**config.mk**
```make
export PLATFORM = sky130hd
export DESIGN_NAME = axi_burst_slave_mem
export DESIGN_NICKNAME = d
export VERILOG_FILES = /design/src/rtl/axi_burst_slave_mem_pkg.sv /design/src/rtl/axi_burst_slave_mem_ctr.sv /design/src/rtl/axi_burst_slave_mem.sv
export SDC_FILE = /design/constraint.sdc
export NUM_CORES = 1
export LEC_CHECK = 0
export ABC_AREA = 1
export BUFFER_PORTS_ARGS = -buffer_cell sky130_fd_sc_hd__buf_4
export CORE_UTILIZATION = 30
export CTS_BUF_LIST = sky130_fd_sc_hd__clkbuf_8
export CTS_CLUSTER_DIAMETER = 80
export CTS_CLUSTER_SIZE = 30
export DETAILED_ROUTE_END_ITERATION = 8
export GPL_TIMING_DRIVEN = 0
export SETUP_SLACK_MARGIN = 0.4
export SLEW_MARGIN = 0
export SYNTH_ARGS = -nofsm -noshare
export SYNTH_HDL_FRONTEND = slang
export SYNTH_SLANG_ARGS = --single-unit
```
**constraint.sdc**
```tcl
create_clock -name clk -period 1.8 [get_ports clk]
set_input_delay 0.18 -clock clk [delete_from_list [all_inputs] [get_ports clk]]
set_output_delay 0.18 -clock clk [all_outputs]
set_load 0.05 [all_outputs]
```
**src/rtl/axi_burst_slave_mem_pkg.sv**
```systemverilog
// Shared response codes and channel FSM state encodings for the AXI-style burst slave.
package axi_burst_slave_mem_pkg;

  localparam logic [1:0] RESP_OKAY   = 2'b00;
  localparam logic [1:0] RESP_SLVERR = 2'b10;

  typedef enum logic [1:0] {
    R_IDLE = 2'd0,
    R_DATA = 2'd1
  } r_state_e;

  typedef enum logic [1:0] {
    W_IDLE = 2'd0,
    W_DATA = 2'd1,
    W_RESP = 2'd2
  } w_state_e;

endpackage

```
**src/rtl/axi_burst_slave_mem_ctr.sv**
```systemverilog
// Per-channel burst tracker: word-address incrementer, beat counter and last-beat compare.
module axi_burst_slave_mem_ctr #(
  parameter int ADDR_W = 8,
  parameter int LEN_W  = 4
) (
  input  logic              clk,
  input  logic              rst,
  input  logic              load,
  input  logic              advance,
  input  logic [ADDR_W-1:0] start_addr,
  input  logic [LEN_W-1:0]  start_len,
  output logic [ADDR_W-1:0] addr,
  output logic              last
);

  logic [LEN_W-1:0] beat;
  logic [LEN_W-1:0] len_q;

  // The address wraps naturally at 2^ADDR_W; the beat never passes len_q.
  always_ff @(posedge clk) begin
    if (rst) begin
      addr  <= '0;
      beat  <= '0;
      len_q <= '0;
    end else if (load) begin
      addr  <= start_addr;
      beat  <= '0;
      len_q <= start_len;
    end else if (advance) begin
      addr <= addr + ADDR_W'(1);
      beat <= beat + LEN_W'(1);
    end
  end

  assign last = (beat == len_q);

endmodule

```
**src/rtl/axi_burst_slave_mem.sv**
```systemverilog
// AXI-style INCR burst slave over a DEPTH-word register memory with independent read and write FSMs.
module axi_burst_slave_mem
  import axi_burst_slave_mem_pkg::*;
#(
  parameter int DATA_W = 8,
  parameter int ADDR_W = 8,
  parameter int ID_W   = 4,
  parameter int LEN_W  = 4,
  parameter int DEPTH  = 16
) (
  input  logic              clk,
  input  logic              rst,
  input  logic              ARVALID,
  output logic              ARREADY,
  input  logic [ADDR_W-1:0] ARADDR,
  input  logic [ID_W-1:0]   ARID,
  input  logic [LEN_W-1:0]  ARLEN,
  output logic              RVALID,
  input  logic              RREADY,
  output logic [DATA_W-1:0] RDATA,
  output logic [ID_W-1:0]   RID,
  output logic [1:0]        RRESP,
  output logic              RLAST,
  input  logic              AWVALID,
  output logic              AWREADY,
  input  logic [ADDR_W-1:0] AWADDR,
  input  logic [ID_W-1:0]   AWID,
  input  logic [LEN_W-1:0]  AWLEN,
  input  logic              WVALID,
  output logic              WREADY,
  input  logic [DATA_W-1:0] WDATA,
  input  logic              WLAST,
  output logic              BVALID,
  input  logic              BREADY,
  output logic [ID_W-1:0]   BID,
  output logic [1:0]        BRESP,
  output logic [1:0]        r_fsm,
  output logic [1:0]        w_fsm
);

  localparam int IDX_W = (DEPTH > 1) ? $clog2(DEPTH) : 1;
  localparam logic [ADDR_W:0] DEPTH_A = (ADDR_W+1)'(DEPTH);

  // Handshake rule on every channel: a transfer happens on the rising edge where
  // VALID && READY; a VALID source keeps its payload stable until that edge.

  r_state_e r_state, r_next;
  w_state_e w_state, w_next;

  logic [DATA_W-1:0] mem [DEPTH];
  logic [ID_W-1:0]   r_id, w_id;
  logic [ADDR_W-1:0] r_addr, w_addr;
  logic              r_last, w_last;
  logic              r_load, r_adv, w_load, w_adv;
  logic              r_in, w_in, w_we, w_err, w_set_err, w_clr_err;

  assign r_in = ({1'b0, r_addr} < DEPTH_A);
  assign w_in = ({1'b0, w_addr} < DEPTH_A);

  axi_burst_slave_mem_ctr #(.ADDR_W(ADDR_W), .LEN_W(LEN_W)) u_r_ctr (
    .clk(clk), .rst(rst), .load(r_load), .advance(r_adv),
    .start_addr(ARADDR), .start_len(ARLEN), .addr(r_addr), .last(r_last)
  );

  axi_burst_slave_mem_ctr #(.ADDR_W(ADDR_W), .LEN_W(LEN_W)) u_w_ctr (
    .clk(clk), .rst(rst), .load(w_load), .advance(w_adv),
    .start_addr(AWADDR), .start_len(AWLEN), .addr(w_addr), .last(w_last)
  );

  always_ff @(posedge clk) begin
    if (rst) begin
      r_state <= R_IDLE;
      w_state <= W_IDLE;
      r_id    <= '0;
      w_id    <= '0;
      w_err   <= 1'b0;
      for (int i = 0; i < DEPTH; i++) mem[i] <= '0;
    end else begin
      r_state <= r_next;
      w_state <= w_next;
      if (r_load) r_id <= ARID;
      if (w_load) w_id <= AWID;
      if (w_clr_err)      w_err <= 1'b0;
      else if (w_set_err) w_err <= 1'b1;
      if (w_we) mem[w_addr[IDX_W-1:0]] <= WDATA;
    end
  end

  // Read channel; RDATA is a combinational read, so a same-edge write is seen one cycle later.
  always_comb begin
    r_next  = r_state;
    ARREADY = 1'b0;
    RVALID  = 1'b0;
    RDATA   = '0;
    RID     = '0;
    RRESP   = RESP_OKAY;
    RLAST   = 1'b0;
    r_load  = 1'b0;
    r_adv   = 1'b0;
    if (!rst) begin
      unique case (r_state)
        R_IDLE: begin
          ARREADY = 1'b1;
          if (ARVALID) begin
            r_load = 1'b1;
            r_next = R_DATA;
          end
        end
        R_DATA: begin
          RVALID = 1'b1;
          RID    = r_id;
          RLAST  = r_last;
          RRESP  = r_in ? RESP_OKAY : RESP_SLVERR;
          RDATA  = r_in ? mem[r_addr[IDX_W-1:0]] : '0;
          if (RREADY) begin
            r_adv = 1'b1;
            if (r_last) r_next = R_IDLE;
          end
        end
        default: r_next = R_IDLE;
      endcase
    end
  end

  // Write channel; the burst closes on WLAST or the programmed final beat, whichever comes first.
  always_comb begin
    w_next    = w_state;
    AWREADY   = 1'b0;
    WREADY    = 1'b0;
    BVALID    = 1'b0;
    BID       = '0;
    BRESP     = RESP_OKAY;
    w_load    = 1'b0;
    w_adv     = 1'b0;
    w_we      = 1'b0;
    w_set_err = 1'b0;
    w_clr_err = 1'b0;
    if (!rst) begin
      unique case (w_state)
        W_IDLE: begin
          AWREADY = 1'b1;
          if (AWVALID) begin
            w_load = 1'b1;
            w_next = W_DATA;
          end
        end
        W_DATA: begin
          WREADY = 1'b1;
          if (WVALID) begin
            w_adv = 1'b1;
            w_we  = w_in;
            if (!w_in || (WLAST != w_last)) w_set_err = 1'b1;
            if (WLAST || w_last) w_next = W_RESP;
          end
        end
        W_RESP: begin
          BVALID = 1'b1;
          BID    = w_id;
          BRESP  = w_err ? RESP_SLVERR : RESP_OKAY;
          if (BREADY) begin
            w_clr_err = 1'b1;
            w_next    = W_IDLE;
          end
        end
        default: w_next = W_IDLE;
      endcase
    end
  end

  assign r_fsm = rst ? 2'b00 : r_state;
  assign w_fsm = rst ? 2'b00 : w_state;

endmodule

```
=== After elaboration in Yosys (flattened, before gate mapping) ===
Memory sizes are Yosys's and may differ from the RTL's. A register that Yosys moved wholly into a read port is not among the register bits.
Index checks and enable logic that the tools add are counted.

* Register bits after elaboration: 45
* Bits in writable memories: 128
* Input bits: 48
* Output and inout port bits: 30
* Logic and storage cells: 116
* Memories: 1

* Add/subtract/negate cells: 4
* Magnitude comparators: 2
* Equality and inequality tests: 13
* Mux-type cells: 72
* Reduce and logical (&&, ||, !) cells: 13

{| class="wikitable"
|+ Memory list
! memory !! depth !! bits a word !! rd ports !! clocked after memory_dff !! write ports !! RTL line !! RTL
|-
| mem || 16 || 8 || 1 || 1 || 16 || axi_burst_slave_mem.sv:50 || <nowiki>logic [DATA_W-1:0] mem [DEPTH];</nowiki>
|}

{| class="wikitable"
|+ Operator list
! operator !! number
|-
| $mux 8 || 8
|-
| $mux 1 || 40
|-
| $mux 2 || 15
|-
| $mux 4 || 7
|-
| $add 8x1->8 const B || 2
|-
| $lt 8x5->1 const B || 2
|-
| $ne 2x2->1 const B || 7
|-
| $add 4x1->4 const B || 2
|-
| $eq 4x4->1 || 2
|-
| $reduce_or 8->1 || 1
|-
| $pmux 2 s3 || 1
|-
| $reduce_or 2->1 || 3
|-
| $eq 2x1->1 const B || 2
|-
| $logic_not 2->1 || 2
|-
| $pmux 2 s2 || 1
|-
| $reduce_and 4->1 || 1
|-
| $reduce_bool 2->1 || 2
|-
| $reduce_and 3->1 || 1
|-
| $eq 2x2->1 const B || 1
|-
| $logic_or 1x1->1 || 2
|-
| $logic_not 1->1 || 1
|-
| $ne 1x1->1 || 1
|}

=== Longest topological paths before layout ===
* Depth after elaboration: 9
* Gate-level depth with buffers: 9
* Gate-level depth less buffers: 9

=== Modules after synthesis ===
Synthesis repeated with hierarchy kept, for this count alone.

* Cells, all modules: 1067
* Area, all modules: 8788.4 µm²

{| class="wikitable"
|+ Modules (own cells, without submodules)
! module !! instances !! cells an instance !! area an instance (µm²) !! seq. area each (µm²)
|-
| axi_burst_slave_mem || 1 || 839 || 7141.8 || 4083.9
|-
| axi_burst_slave_mem_ctr || 2 || 114 || 823.3 || 320.3
|}

=== Worst setup path before layout ===
No wires, ideal clock.

* Path type: register to output
* Start point: register w_state[1]
* End point: output port BID[0]
* Arrival: 2.281 ns
* Data required time: 1.620 ns
* Slack: -0.661 ns
* Cell stages (with the launch flop): 7
* Path buffers: 0
* Cell sequence: dfxtp_1 -> inv_1 -> nor2_1 -> inv_1 -> nor2_1 -> inv_1 -> nor2_1

* Cells in the longest elaborated chain, start to end: 3

{| class="wikitable"
|+ Ends and longest elaborated chain
! item !! RTL line !! RTL
|-
| start: declaration || axi_burst_slave_mem.sv:48 || <nowiki>w_state_e w_state, w_next;</nowiki>
|-
| start signal: assignment || axi_burst_slave_mem.sv:80 || <nowiki>w_state <= w_next;</nowiki>
|-
| $eq 2x2->1 || axi_burst_slave_mem.sv:139 || <nowiki>unique case (w_state)</nowiki>
|-
| $mux 4 || axi_burst_slave_mem.sv:139 ||
|-
| $mux 4 || axi_burst_slave_mem.sv:138 || <nowiki>if (!rst) begin</nowiki>
|-
| end: declaration || axi_burst_slave_mem.sv:35 || <nowiki>output logic [ID_W-1:0] BID,</nowiki>
|}

No other way between the ends.

==> tab_implementation.tex <==
\begin{tabular}{lr}
\hline
Metric & Value \\
\hline
\multicolumn{2}{l}{\textbf{Clock tree}} \\
\quad Clk sink count & 176 \\
\quad Clock tree from TritonCTS & yes \\
\quad Maximum count of clock buffers along a single path & 2 \\
\quad Library cell used as clock root buffer & clkbuf\_8 \\
\quad Clock insertion delay at the later pin of the skew report & 0.48 ns \\
\quad Number of clock buffers inserted by TritonCTS & 17 \\
\quad Number of levels the H-tree was split into & 4 \\
\quad Clock-pin slew of the registers on the worst-case setup and hold paths & about 0.10 ns \\
\multicolumn{2}{l}{\textbf{Yosys}} \\
\quad Syn Inst Count & $\sim$1,100 \\
\quad Yosys synthesis warning count & 0 \\
\quad Post-synthesis area per instance & $\sim$8.3 µm² \\
\quad Synth unique cells & 26 \\
\quad Synthesized cell area & between 8000 and 9000 µm² \\
\quad Fraction of synthesis flops using an asynchronous set or reset pin & 0\% \\
\quad Area share of the largest cell type after synthesis & approximately 43\% \\
\quad Primary flip-flop cell chosen by synthesis mapping & edfxtp\_1 \\
\quad Count of flip-flops with a built-in enable after synthesis & 128 \\
\quad Post-synth top area cell & edfxtp\_1 \\
\quad Register bit total from synthesis & 176 \\
\quad Top post-synthesis cells by count & nand2\_1 (271), inv\_1 (175), nor2\_1 (143) \\
\quad Leading post-synthesis cells by cell area & edfxtp\_1 (43\%), nand2\_1 (11\%), dfxtp\_1 (11\%) \\
\quad Sequential area share after synthesis & 53.8\% \\
\quad Cell with the most instances after synthesis & nand2\_1 \\
\multicolumn{2}{l}{\textbf{Floorplanning}} \\
\quad Initial cell density of the core & 30.8\% \\
\quad Height of the die & about 170 µm \\
\quad X dimension of the die & 174 µm \\
\quad Rows & 62 \\
\quad Total die area & 30,400 µm² \\
\quad I/O pin cnt & just under 80 \\
\quad Area of the core & 29,000 µm² \\
\multicolumn{2}{l}{\textbf{STA}} \\
\quad Shortest clock period the worst path allows after layout & around 2.1 ns \\
\quad Fin worst setup slack & -0.325 ns \\
\quad Final Hold Viols & 0 \\
\quad Max-Slew Margin vs Limit & 4.66\% \\
\quad Hold Worst Slack & around 0.019 ns \\
\quad Worst Tran Pin Value & $\sim$1.4 ns \\
\quad Number of max-slew violations in the final report & 0 \\
\quad Post-route setup TNS & -2.97 ns \\
\quad Share of the clock period used by the worst path & 118\% \\
\quad Timing-limited maximum frequency & 471 MHz \\
\quad Setup clock skew after layout & between 0.01 and 0.015 ns \\
\quad Unrepaired setup endpoints after global routing & true \\
\quad Final number of setup-violating endpoints & 27 \\
\multicolumn{2}{l}{\textbf{Global routing}} \\
\quad Antenna violations before repair & 0 \\
\quad GRT Total Usage & around 16\% \\
\quad Number of global-route vias before repair & about 7,300 \\
\quad Global-route wire length before repair & 38.4 mm \\
\quad Global-route congestion overflow total & 0 \\
\quad Pin count of the biggest net entering global routing & 17 \\
\multicolumn{2}{l}{\textbf{Setup path}} \\
\quad Crit start category & register \\
\quad Critical Path End & RDATA[2] \\
\quad Type of element capturing the critical path & output pin \\
\quad R2R Path End & mem[7][7] \\
\quad Crit path max fanout & 10 \\
\quad Data required time at the worst endpoint & $\sim$1.6 ns \\
\quad R2R cell count & 9 \\
\quad R2R Setup Slk & -0.03 ns \\
\quad Signal arrival time at the worst endpoint & 1.94 ns \\
\quad R2R Path Start & w\_state[1] \\
\quad Setup CP Type & reg2out \\
\multicolumn{2}{l}{\textbf{Cells and area}} \\
\quad Filler cell count & approximately 2,700 \\
\quad Fraction of final layout cells sized beyond drive strength 1 & a little over two fifths \\
\quad Layout area overhead & 50.1\% \\
\quad Utilization after layout & about 46\% \\
\quad Area of the multi-input gates & about 4800 µm² \\
\quad Total Nets Final & approximately 1,300 \\
\quad Sequential standard cell area & approximately 4800 µm² \\
\quad Antenna diode instance count & 0 \\
\multicolumn{2}{l}{\textbf{Route}} \\
\quad DRC violation total after the first TritonRoute iteration & approximately 400 \\
\quad Routed Wire Length & between 20 and 30 mm \\
\quad Wirelength per Cell & 15.2 µm \\
\quad DRC violation count after routing & 0 \\
\quad Post-detailed-route via-to-cell ratio & around 4.6 \\
\quad Vias & $\sim$7,600 \\
\quad Count of TritonRoute iterations in the first routing pass & 5 \\
\quad Count of antenna-violating nets left after detailed routing & 0 \\
\multicolumn{2}{l}{\textbf{Outcome}} \\
\quad Violated checks & negative setup slack \\
\quad Outcome & complete, but fails checks \\
\multicolumn{2}{l}{\textbf{Flow run}} \\
\quad Maximum capacitance violations & 0 \\
\multicolumn{2}{l}{\textbf{Placed design}} \\
\quad Buffers added on ports & 74 \\
\quad HPWL reported at the end of detailed placement & 16.4 mm \\
\quad Worst Setup Slack post-DPL & -0.793 ns \\
\quad GPL Wtd Cong & around 0.84 \\
\multicolumn{2}{l}{\textbf{Pwr}} \\
\quad VDD IR max & around 0.5 mV \\
\quad Power density over the cells & around 690 nW/µm² \\
\quad LEAKAGE & approximately 5.4 nW \\
\multicolumn{2}{l}{\textbf{Min path}} \\
\quad Min-Delay Path Class & in2reg \\
\hline
\end{tabular}
how the worst min path moves through the flow:
stage	start	to	slack (ns)	depth (start not counted)
2_1_floorplan	ARID[0]	r_id[0]	0.29	2
3_3_place_gp	ARID[1]	r_id[1]	0.38	3
3_5_place_dp	ARLEN[1]	u_r_ctr.len_q[1]	0.39	2
4_1_cts	AWADDR[7]	u_w_ctr.addr[7]	0.002	5
5_1_grt	ARADDR[1]	u_r_ctr.addr[1]	0.04	3
6_report	ARADDR[6]	u_r_ctr.addr[6]	0.02	5
kinds of logic after synthesis:
family	after synthesis	synth area share, %
other	1	0.0420
xor gates and xnor gates	12	1.18
adders and majority gates	8	1.12
AOI/OAI and AO/OA	65	4.07
DFF	176	53.8
and+or+nand+nor	584	29.8
buffers and inverters	224	9.91
critical path, stage by stage, from the launching register on:
cell and delay (ns):
dfxtp_4 0.38, buf_12 0.15, buf_6 0.14, nand2_1 0.06, nand2_1 0.08, nand2_1 0.11, nand3_1 0.09, a21oi_2 0.24
nor2_4 0.06, buf_8 0.15
repair_timing:
item / in CTS / in global routing
gates resized for setup: 217 / 247
hold buffers: 22 / 0
endpoints found under the setup margin: 298 / 329
endpoints found under the hold margin: 22 / 0
pin swaps: 35 / 49
cloned: 1 / 0
setup buffers: 46 / 21
stage by stage:
step                instances  power (mW)  cell area (µm²)
finish                   1652        9.23            13400
global route             1652        9.55            13400
CTS                      1631        9.01            12300
detailed placement       1530        5.99            10400
global placement         1530        5.98            10400
floorplan                1072        5.58             9370
sequential cells by signal, indices dropped and copies added (netlist names), 2 cells and up, named ones only:
register       count
mem              128
r_id               4
u_r_ctr.addr       8
u_r_ctr.beat       4
u_r_ctr.len_q      4
u_w_ctr.addr       8
u_w_ctr.beat       4
u_w_ctr.len_q      4
w_id               4
w_state            2
cells in the final DEF, fill, tap and decap left out, drive strengths merged:
| master | instances |
|---|---|
| nand2 | 271 |
| nor2 | 187 |
| inv | 182 |
| buf | 167 |
| edfxtp | 128 |
| nand3 | 120 |
| dfxtp | 48 |
| clkbuf | 40 |
| o21ai | 26 |
| a21oi | 26 |
| dlygate4sd3 | 22 |
| xnor2 | 10 |
| a22o | 8 |
| ha | 8 |
| nand4 | 6 |
| a31oi | 4 |
| clkinv | 4 |
| clkinvlp | 3 |
| conb | 3 |
| xor2 | 2 |
| bufinv | 2 |
| o211ai | 1 |
metal layers:
metal  part of all wire, %  up-vias  GRT usage, %  wire length [µm]
met5                     0        -             0                 0
met4                   2.3        0          6.07               567
met3                   4.8       40          2.78              1220
met2                    50      221          27.6             12600
met1                    43     3618          20.8             10700
li1                      -     3755             -                 -
power breakdown:
group | internal, mW | switching (mW) | total, mW | leakage (nW)
Clock | 1.31 | 1.49 | 2.80 | 0.209
Combinational | 0.714 | 1.13 | 1.85 | 3.44
Sequential | 4.49 | 0.0850 | 4.58 | 1.72
final cells by class:
type | instances | area share [%]
Buffer | 46 | 3.53
Clock buffer | 19 | 1.95
Clock inverter | 13 | 0.999
Inverter | 178 | 5.29
Multi-Input combinational cell | 672 | 35.6
Sequential cell | 176 | 36.1
Tap cell | 384 | 3.59
Timing Repair Buffer | 164 | 12.9
Note: power is estimated with default switching activity, not from simulation.
